--- src/rtl/immediate_encode_pkg.sv ---
// Shared definitions for the RV32 immediate encoder: IMM_SEL codes, the
// stage-1 field bundle and the per-format immediate range check.
package immediate_encode_pkg;

  typedef enum logic [2:0] {
    IMM_U     = 3'b000,
    IMM_J     = 3'b001,
    IMM_S     = 3'b010,
    IMM_B     = 3'b011,
    IMM_I     = 3'b100,
    IMM_SHIFT = 3'b101,
    IMM_IU    = 3'b110,
    IMM_ILL   = 3'b111
  } imm_sel_e;

  localparam logic [31:0] NOP_INSTR = 32'h0000_0013;

  typedef struct packed {
    imm_sel_e    sel;
    logic [31:0] imm;
    logic [6:0]  opcode;
    logic [4:0]  rd;
    logic [4:0]  rs1;
    logic [4:0]  rs2;
    logic [2:0]  funct3;
    logic [6:0]  funct7;
  } enc_fields_t;

  // True when the immediate cannot be represented exactly in the chosen format.
  function automatic logic imm_range_err(input logic [31:0] imm, input imm_sel_e sel);
    logic err;
    err = 1'b1;
    case (sel)
      IMM_U:        err = (imm[11:0] != 12'h000);
      IMM_J:        err = imm[0] || (imm[31:20] != {12{imm[20]}});
      IMM_B:        err = imm[0] || (imm[31:12] != {20{imm[12]}});
      IMM_S, IMM_I: err = !((imm[31:11] == '0) || (imm[31:11] == '1));
      IMM_SHIFT:    err = (imm[31:5] != '0);
      IMM_IU:       err = (imm[31:12] != '0);
      default:      err = 1'b1;
    endcase
    return err;
  endfunction

endpackage

--- src/rtl/immediate_encode_if.sv ---
// Loader-side bus of the immediate encoder: input field word with valid/ready
// and the encoded, address-tagged output word with valid/ready.
interface immediate_encode_if #(
  parameter int ADDR_WIDTH = 32
);
  logic                  in_valid;
  logic                  in_ready;
  logic [31:0]           imm;
  logic [2:0]            imm_sel;
  logic [6:0]            opcode;
  logic [4:0]            rd;
  logic [4:0]            rs1;
  logic [4:0]            rs2;
  logic [2:0]            funct3;
  logic [6:0]            funct7;
  logic                  out_valid;
  logic                  out_ready;
  logic [31:0]           instr;
  logic                  out_err;
  logic [ADDR_WIDTH-1:0] out_addr;

  modport master (
    output in_valid, imm, imm_sel, opcode, rd, rs1, rs2, funct3, funct7, out_ready,
    input  in_ready, out_valid, instr, out_err, out_addr
  );

  modport slave (
    input  in_valid, imm, imm_sel, opcode, rd, rs1, rs2, funct3, funct7, out_ready,
    output in_ready, out_valid, instr, out_err, out_addr
  );
endinterface

--- src/rtl/immediate_encode_field_pack.sv ---
// Combinational packer: places immediate bits and register/opcode fields into
// an RV32 instruction word and flags immediates the format cannot hold.
module immediate_encode_field_pack
  import immediate_encode_pkg::*;
(
  input  enc_fields_t f,
  output logic [31:0] instr,
  output logic        range_err
);

  always_comb begin
    instr = NOP_INSTR;
    case (f.sel)
      IMM_U:         instr = {f.imm[31:12], f.rd, f.opcode};
      IMM_J:         instr = {f.imm[20], f.imm[10:1], f.imm[11], f.imm[19:12], f.rd, f.opcode};
      IMM_S:         instr = {f.imm[11:5], f.rs2, f.rs1, f.funct3, f.imm[4:0], f.opcode};
      IMM_B:         instr = {f.imm[12], f.imm[10:5], f.rs2, f.rs1, f.funct3,
                              f.imm[4:1], f.imm[11], f.opcode};
      IMM_I, IMM_IU: instr = {f.imm[11:0], f.rs1, f.funct3, f.rd, f.opcode};
      IMM_SHIFT:     instr = {f.funct7, f.imm[4:0], f.rs1, f.funct3, f.rd, f.opcode};
      default:       instr = NOP_INSTR;
    endcase
  end

  assign range_err = imm_range_err(f.imm, f.sel);

endmodule

--- src/rtl/immediate_encode.sv ---
// Two-stage valid/ready RV32 instruction encoder for the program loader:
// packs fields per IMM_SEL, tags words with a byte address, counts range errors.
module immediate_encode
  import immediate_encode_pkg::*;
#(
  parameter int                    ADDR_WIDTH = 32,
  parameter logic [ADDR_WIDTH-1:0] BASE_ADDR  = '0,
  parameter int                    ERR_WIDTH  = 8
) (
  input  logic                 clk,
  input  logic                 rst,
  input  logic                 clear,
  immediate_encode_if.slave    bus,
  output logic [ERR_WIDTH-1:0] err_count
);

  logic                  vld_p1;
  logic                  vld_p2;
  logic                  adv_p2;
  logic                  in_ready;
  enc_fields_t           fields_in;
  enc_fields_t           fields_p1;
  logic [31:0]           pack_instr;
  logic                  pack_err;
  logic [31:0]           instr_p2;
  logic                  err_p2;
  logic [ADDR_WIDTH-1:0] addr_q;
  logic [ERR_WIDTH-1:0]  err_cnt_q;

  assign fields_in = '{sel:    imm_sel_e'(bus.imm_sel),
                       imm:    bus.imm,
                       opcode: bus.opcode,
                       rd:     bus.rd,
                       rs1:    bus.rs1,
                       rs2:    bus.rs2,
                       funct3: bus.funct3,
                       funct7: bus.funct7};

  assign adv_p2   = !vld_p2 || bus.out_ready;
  assign in_ready = !vld_p1 || adv_p2;

  // Stage 1: capture raw fields
  always_ff @(posedge clk or posedge rst) begin
    if (rst)
      vld_p1 <= 1'b0;
    else if (in_ready)
      vld_p1 <= bus.in_valid;
  end

  always_ff @(posedge clk) begin
    if (bus.in_valid && in_ready)
      fields_p1 <= fields_in;
  end

  immediate_encode_field_pack u_pack (
    .f         (fields_p1),
    .instr     (pack_instr),
    .range_err (pack_err)
  );

  // Stage 2: packed word and error flag, held while downstream stalls
  always_ff @(posedge clk or posedge rst) begin
    if (rst) begin
      vld_p2   <= 1'b0;
      instr_p2 <= '0;
      err_p2   <= 1'b0;
    end else if (adv_p2) begin
      vld_p2 <= vld_p1;
      if (vld_p1) begin
        instr_p2 <= pack_instr;
        err_p2   <= pack_err;
      end
    end
  end

  // Delivery-side address tag and saturating error count; clear overrides a transfer
  always_ff @(posedge clk or posedge rst) begin
    if (rst) begin
      addr_q    <= BASE_ADDR;
      err_cnt_q <= '0;
    end else if (clear) begin
      addr_q    <= BASE_ADDR;
      err_cnt_q <= '0;
    end else if (vld_p2 && bus.out_ready) begin
      addr_q <= addr_q + ADDR_WIDTH'(4);
      if (err_p2 && (err_cnt_q != {ERR_WIDTH{1'b1}}))
        err_cnt_q <= err_cnt_q + ERR_WIDTH'(1);
    end
  end

  assign bus.in_ready  = in_ready;
  assign bus.out_valid = vld_p2;
  assign bus.instr     = instr_p2;
  assign bus.out_err   = err_p2;
  assign bus.out_addr  = addr_q;
  assign err_count     = err_cnt_q;

endmodule
--- src/flat_wrapper.sv ---
// flat-port wrapper written by rule: the top's interface ports become plain ports
module immediate_encode_flat import immediate_encode_pkg::*;
#(
  parameter int                    ADDR_WIDTH = 32,
  parameter logic [ADDR_WIDTH-1:0] BASE_ADDR  = '0,
  parameter int                    ERR_WIDTH  = 8
)
  (clk, rst, clear, err_count, bus_in_valid, bus_imm, bus_imm_sel, bus_opcode, bus_rd, bus_rs1, bus_rs2, bus_funct3, bus_funct7, bus_out_ready, bus_in_ready, bus_out_valid, bus_instr, bus_out_err, bus_out_addr);
  immediate_encode_if #(.ADDR_WIDTH(ADDR_WIDTH)) bus_i ();
  input  logic clk;
  input  logic rst;
  input  logic clear;
  output logic [ERR_WIDTH-1:0] err_count;
  input wire logic [$bits(bus_i.in_valid)-1:0] bus_in_valid;
  input wire logic [$bits(bus_i.imm)-1:0] bus_imm;
  input wire logic [$bits(bus_i.imm_sel)-1:0] bus_imm_sel;
  input wire logic [$bits(bus_i.opcode)-1:0] bus_opcode;
  input wire logic [$bits(bus_i.rd)-1:0] bus_rd;
  input wire logic [$bits(bus_i.rs1)-1:0] bus_rs1;
  input wire logic [$bits(bus_i.rs2)-1:0] bus_rs2;
  input wire logic [$bits(bus_i.funct3)-1:0] bus_funct3;
  input wire logic [$bits(bus_i.funct7)-1:0] bus_funct7;
  input wire logic [$bits(bus_i.out_ready)-1:0] bus_out_ready;
  output wire logic [$bits(bus_i.in_ready)-1:0] bus_in_ready;
  output wire logic [$bits(bus_i.out_valid)-1:0] bus_out_valid;
  output wire logic [$bits(bus_i.instr)-1:0] bus_instr;
  output wire logic [$bits(bus_i.out_err)-1:0] bus_out_err;
  output wire logic [$bits(bus_i.out_addr)-1:0] bus_out_addr;
  assign bus_i.in_valid = bus_in_valid;
  assign bus_i.imm = bus_imm;
  assign bus_i.imm_sel = bus_imm_sel;
  assign bus_i.opcode = bus_opcode;
  assign bus_i.rd = bus_rd;
  assign bus_i.rs1 = bus_rs1;
  assign bus_i.rs2 = bus_rs2;
  assign bus_i.funct3 = bus_funct3;
  assign bus_i.funct7 = bus_funct7;
  assign bus_i.out_ready = bus_out_ready;
  assign bus_in_ready = bus_i.in_ready;
  assign bus_out_valid = bus_i.out_valid;
  assign bus_instr = bus_i.instr;
  assign bus_out_err = bus_i.out_err;
  assign bus_out_addr = bus_i.out_addr;
  immediate_encode #(.ADDR_WIDTH(ADDR_WIDTH), .BASE_ADDR(BASE_ADDR), .ERR_WIDTH(ERR_WIDTH)) u_core (.clk(clk), .rst(rst), .clear(clear), .bus(bus_i), .err_count(err_count));
endmodule
--- config.mk ---
export PLATFORM = sky130hd
export DESIGN_NAME = immediate_encode_flat
export DESIGN_NICKNAME = d
export VERILOG_FILES = /design/src/rtl/immediate_encode_pkg.sv /design/src/rtl/immediate_encode_if.sv /design/src/rtl/immediate_encode_field_pack.sv /design/src/rtl/immediate_encode.sv /design/src/flat_wrapper.sv
export SDC_FILE = /design/constraint.sdc
export NUM_CORES = 1
export LEC_CHECK = 0
export BUFFER_PORTS_ARGS = -buffer_cell sky130_fd_sc_hd__buf_2
export CAP_MARGIN = 20
export CELL_PAD_IN_SITES_DETAIL_PLACEMENT = 0
export CELL_PAD_IN_SITES_GLOBAL_PLACEMENT = 1
export CORE_UTILIZATION = 43
export CTS_BUF_LIST = sky130_fd_sc_hd__clkbuf_4 sky130_fd_sc_hd__clkbuf_8
export DETAILED_ROUTE_END_ITERATION = 10
export PLACE_DENSITY = 0.87
export SYNTH_ARGS = -nofsm -noshare
export SYNTH_HDL_FRONTEND = slang
export SYNTH_SLANG_ARGS = --single-unit
--- constraint.sdc ---
create_clock -name clk -period 3.8 [get_ports clk]
set_clock_uncertainty 0.2 [all_clocks]
set_input_delay 0.38 -clock clk [delete_from_list [all_inputs] [get_ports clk]]
set_output_delay 0.38 -clock clk [all_outputs]
set_load 0.1 [all_outputs]
Yosys cells after proc, flatten, opt, wreduce, memory -nomap -nowiden. Index checks and enable logic that the tools add are counted.

Input port bits: 72. Word-level logic and storage cells: 55. Bits in registers: 142. Output and inout port bits: 75.

Reduce and logical (&&, ||, !) cells: 22. Mux-type cells: 7. Eq/ne operators: 10. Add/subtract/negate cells: 2.

Operator list (number): $pmux W32 S6 (1); $mux W32 (2); $add A32 B3 Y32 const B (1); $reduce_bool A27 Y1 (1); $mux W8 (3); $eq A21 B21 Y1 const B (1); $logic_not A21 Y1 (1); $reduce_bool A20 Y1 (1); $ne A19 B19 Y1 (1); $reduce_bool A12 Y1 (1); $ne A11 B11 Y1 (1); $eq A3 B3 Y1 const B (3); $add A8 B1 Y8 const B (1); $ne A8 B8 Y1 const B (1); $eq A3 B2 Y1 const B (2); $pmux W1 S6 (1); $logic_or A1 B1 Y1 (5); $reduce_and A2 Y1 (2); $reduce_bool A2 Y1 (2); $reduce_or A2 Y1 (2); $eq A3 B1 Y1 const B (1); $logic_and A1 B1 Y1 (3); $logic_not A1 Y1 (3); $logic_not A3 Y1 (1).

Longest topological paths before layout.
Word-level depth: 5. Mapped depth: 7. Mapped depth without buffers: 7.

Hierarchy. From an unflattened synthesis, not the netlist that was laid out.

Cell total of the unflattened synthesis: 491. Area total of the unflattened synthesis: 6127.1 µm².

Modules (own cells, without submodules): immediate_encode (sequential area each 3838.7 µm², area an instance 5256.3 µm², times used 1, cells each 343); immediate_encode_field_pack (sequential area each 0.0 µm², area an instance 870.8 µm², times used 1, cells each 148).

Worst setup path before layout. OpenSTA, ideal clock, no wires.

Path type: reg2reg. From: reg u_core.vld_p2 (netlist: u_core.bus.out_valid). To: reg u_core.fields_p1[0] (netlist name), enable pin. Setup time: 432 ps. Data required time: 3168 ps. Slack: -320 ps. Stages on the path, launching flop included: 3. Data arrival time: 3488 ps. Period minus slack after synthesis: 4120 ps. Path buffers: 0. Path through: dfrtp_1 -> nand3b_1 -> and2_1.

Cells in the longest elaborated chain, start to end: 4.

Ends and longest elaborated chain: start, declared (line immediate_encode.sv:18) `logic vld_p2;`; start signal, assigned (line immediate_encode.sv:68) `vld_p2 <= vld_p1;`; $logic_not A1 Y1 (line immediate_encode.sv:39) `assign adv_p2 = !vld_p2 || bus.out_ready;`; $logic_or A1 B1 Y1 (line immediate_encode.sv:39); $logic_or A1 B1 Y1 (line immediate_encode.sv:40) `assign in_ready = !vld_p1 || adv_p2;`; net bus_in_ready (line flat_wrapper.sv:24) `output wire logic [$bits(bus_i.in_ready)-1:0] bus_in_ready;`; $logic_and A1 B1 Y1 (line immediate_encode.sv:51) `if (bus.in_valid && in_ready)`; end signal, assigned (line immediate_encode.sv:52) `fields_p1 <= fields_in;`; end, declared (line immediate_encode.sv:22) `enc_fields_t fields_p1;`.

The timed path passes the listed nets, and every way through them passes these cells. A chain may end at the register's enable or synchronous reset.

Final worst setup path.
From: reg u_core.fields_p1[65] (netlist name). To: reg u_core.err_p2 (netlist: u_core.bus.out_err).

Cells in the longest elaborated chain, start to end: 3. Elaborated cells on any way between the ends: 9.

Ends and longest elaborated chain: $eq A3 B2 Y1 or $eq A3 B3 Y1 (tied branches) (line immediate_encode_pkg.sv:33) `case (sel)`; $reduce_or A2 Y1 (line immediate_encode_pkg.sv:33); $pmux W1 S6 (*) (line immediate_encode_pkg.sv:33); end signal, assigned (line immediate_encode.sv:71) `err_p2 <= pack_err;`; end, declared (line immediate_encode.sv:26) `logic err_p2;`.

Every way passes the cells marked *; elsewhere a longest branch is shown, timed or not.

==> flow_summary.json <==
{
  "rows": 42,
  "core_area_sq_um": 13450,
  "grtUsageTotal": 0.2199,
  "nets": 803,
  "area_growth_pct": 34.32,
  "ys_ff_latch": 140,
  "cts_resized": 0,
  "antenna_found_initial": 0,
  "syn_inst": 512,
  "fmax_mhz": 427.7,
  "relSlewSlack": 0.4263,
  "tightest_slew_ns": 0.8605,
  "cts_made_buffers": 17,
  "synth-edff-count": 67,
  "final_common_cell": "buf_2",
  "finalMaxSlewViolations": 0,
  "path_clk_slew_ns": 0.08,
  "grt_pass1_vias": 4884,
  "drt_iter0_drc": 333,
  "via_count": 4809,
  "maxCapViolCount": 0,
  "multi_input_area_sq_um": 2059,
  "ant_nets": 0,
  "vias_per_cell": 5.250,
  "drt-total-wl_um": 15150,
  "reg2reg_slack_ns": 1.46,
  "period_share": 0.6153,
  "nFillCells": 1114,
  "final_util": 0.6021,
  "worstPathMaxFanout": 32,
  "finalHoldViolCount": 0,
  "instances_no_fill": 916,
  "grt_max_degree": 47,
  "tns_ns": 0,
  "clk_latency_ns": 0.44,
  "die_h_um": 120.4,
  "dp_cells": 814,
  "crit_path_end_kind": "flop",
  "initial_core_util": 0.4483,
  "hpwl_um": 10350,
  "hp-class": "primary input to flop",
  "drc_errors": 0,
  "ir_drop_mv": 0.3112,
  "setup_viol": 0,
  "required_ns": 3.92,
  "critPathKind": "flop to flop",
  "synth_cell_types": 58,
  "first_pass_iters": 5,
  "routedWlPerCell_um": 16.53,
  "die_w_um": 120.4,
  "power.leakage_nw": 3.510,
  "period_needed_ns": 2.338,
  "hold_slack_ns": 0.1442,
  "n_antenna_cell": 0,
  "status": "finished clean",
  "power_mw": 4.154,
  "synth_warnings": 0,
  "p_per_area_nw_per_um2": 512.8,
  "syn_area_sq_um": 6031,
  "cts.sink_count": 140,
  "async_flop_share": 0.5214,
  "rsz0062_at_grt": "false",
  "cp_data_arrival_time_ns": 2.46,
  "dieArea_sq_um": 14500,
  "gp_congestion": 0.9769,
  "final_cell_mix": "buf_2 (144), dfrtp_1 (73), dlygate4sd3_1 (69)",
  "synth-seq-area-share": 0.6365,
  "worstSetupStartpointType": "flop",
  "port_buffers": 144,
  "syn_avg_cell_area_sq_um": 11.78,
  "grt_pass1_wl_um": 24280,
  "reg2regPathDepth": 6,
  "gr-total-overflow": 0,
  "whs_path_depth": 3,
  "cts_tree": "yes",
  "ios": 147,
  "yosys_most_used_dff": "dfrtp_1",
  "layout-drive-gt1-share": 0.2662,
  "seq_area_sq_um": 3839,
  "h-tree-depth": 4,
  "clockBufferDepth": 2,
  "cts_root_buf": "clkbuf_8"
}
==> logic make-up (layout without fill, tap and decap cells) <==
logic type | after synthesis | count (layout) | synth area share
and+or+nand+nor | 209 | 209 | 0.1755
adders and majority gates | 4 | 4 | 0.008299
DFF | 140 | 140 | 0.6365
other | 1 | 2 | 0.0006218
muxes | 5 | 5 | 0.008506
xor gates and xnor gates | 32 | 32 | 0.04647
buffers and inverters | 32 | 259 | 0.02282
AOI/OAI and AO/OA | 89 | 89 | 0.1013
==> where the power goes <==
part	leakage, nW	total, mW	internal, mW	switching, mW
Sequential	1.60	1.81	1.72	0.0910
Combinational	1.67	0.948	0.204	0.744
Clock	0.245	1.40	0.861	0.536
==> per-stage QoR <==
step | setup WS [ns] | area, sq um
2_1_floorplan | 0.2259 | 6036
3_3_place_gp | 1.554 | 6919
3_5_place_dp | 1.474 | 6919
4_1_cts | 1.468 | 8080
5_1_grt | 1.280 | 8100
6_report | 1.462 | 8100
==> layer usage <==
metal	GRT usage	part of all wire
met1	0.2656	0.42
met2	0.3833	0.52
met3	0.05519	0.056
met4	0.07253	0.012
met5	0	0
==> sequential cells by signal, indices dropped and copies added, names as in the netlist <==
signal	flops
u_core.err_count	8
u_core.bus.out_valid	1
u_core.bus.out_addr	30
u_core.vld_p1	1
u_core.bus.instr	32
u_core.fields_p1	67
u_core.bus.out_err	1
==> worst max-delay path, stage by stage (launching register included) <==
cell      delay, ns
edfxtp_1       0.33
buf_4          0.30
nor2b_1        0.66
nand3_1        0.14
a21oi_1        0.15
a211oi_1       0.09
o32a_1         0.35
==> synthesized netlist by cell type, types with 3 or more instances <==
cell      instances  area share
a22o_1            5      0.0073
dfrtp_1          73        0.30
clkbuf_1         15      0.0093
o21ai_0          24       0.020
nor4_1            7      0.0073
edfxtp_1         67        0.33
nor3_1            9      0.0075
nand2b_1          4      0.0041
a22oi_1          11       0.014
or3_1             5      0.0052
a21oi_1          14       0.012
nor2_1           64       0.040
o22a_1            3      0.0044
xor2_1           23       0.033
and3_1            4      0.0041
and2_1            4      0.0041
mux2i_1           4      0.0066
inv_1             8      0.0050
nand3_1          19       0.016
a221oi_1          8       0.012
buf_1             4      0.0025
xnor2_1           9       0.013
o221ai_1          9       0.013
ha_1              4      0.0083
nand4_1          14       0.015
nand2_1          56       0.035
==> timing repair <==
action                                 CTS  global route
setup buffers                            0             0
hold buffers                            69             0
endpoints found under the hold margin  108             0
==> path summary, 6_finish.rpt <==
path,end,startpoint
max,u_core.bus.out_err,u_core.fields_p1[65]
min,u_core.bus.out_valid,bus_out_ready
max reg2reg,u_core.bus.out_err,u_core.fields_p1[65]
min reg2reg,u_core.bus.instr[2],u_core.fields_p1[27]
max in group asynchronous,u_core.bus.out_addr[31],rst
min in group asynchronous,u_core.bus.instr[20],rst
==> final cells by class <==
| class | count | area share |
|---|---|---|
| Sequential cell | 140 | 0.4739 |
| Multi-Input combinational cell | 341 | 0.2542 |
| Timing Repair Buffer | 219 | 0.1829 |
| Clock buffer | 24 | 0.03769 |
| Tap cell | 176 | 0.02719 |
| Clock inverter | 8 | 0.02039 |
| Inverter | 8 | 0.003707 |
Power figures use the tool's default switching activity.
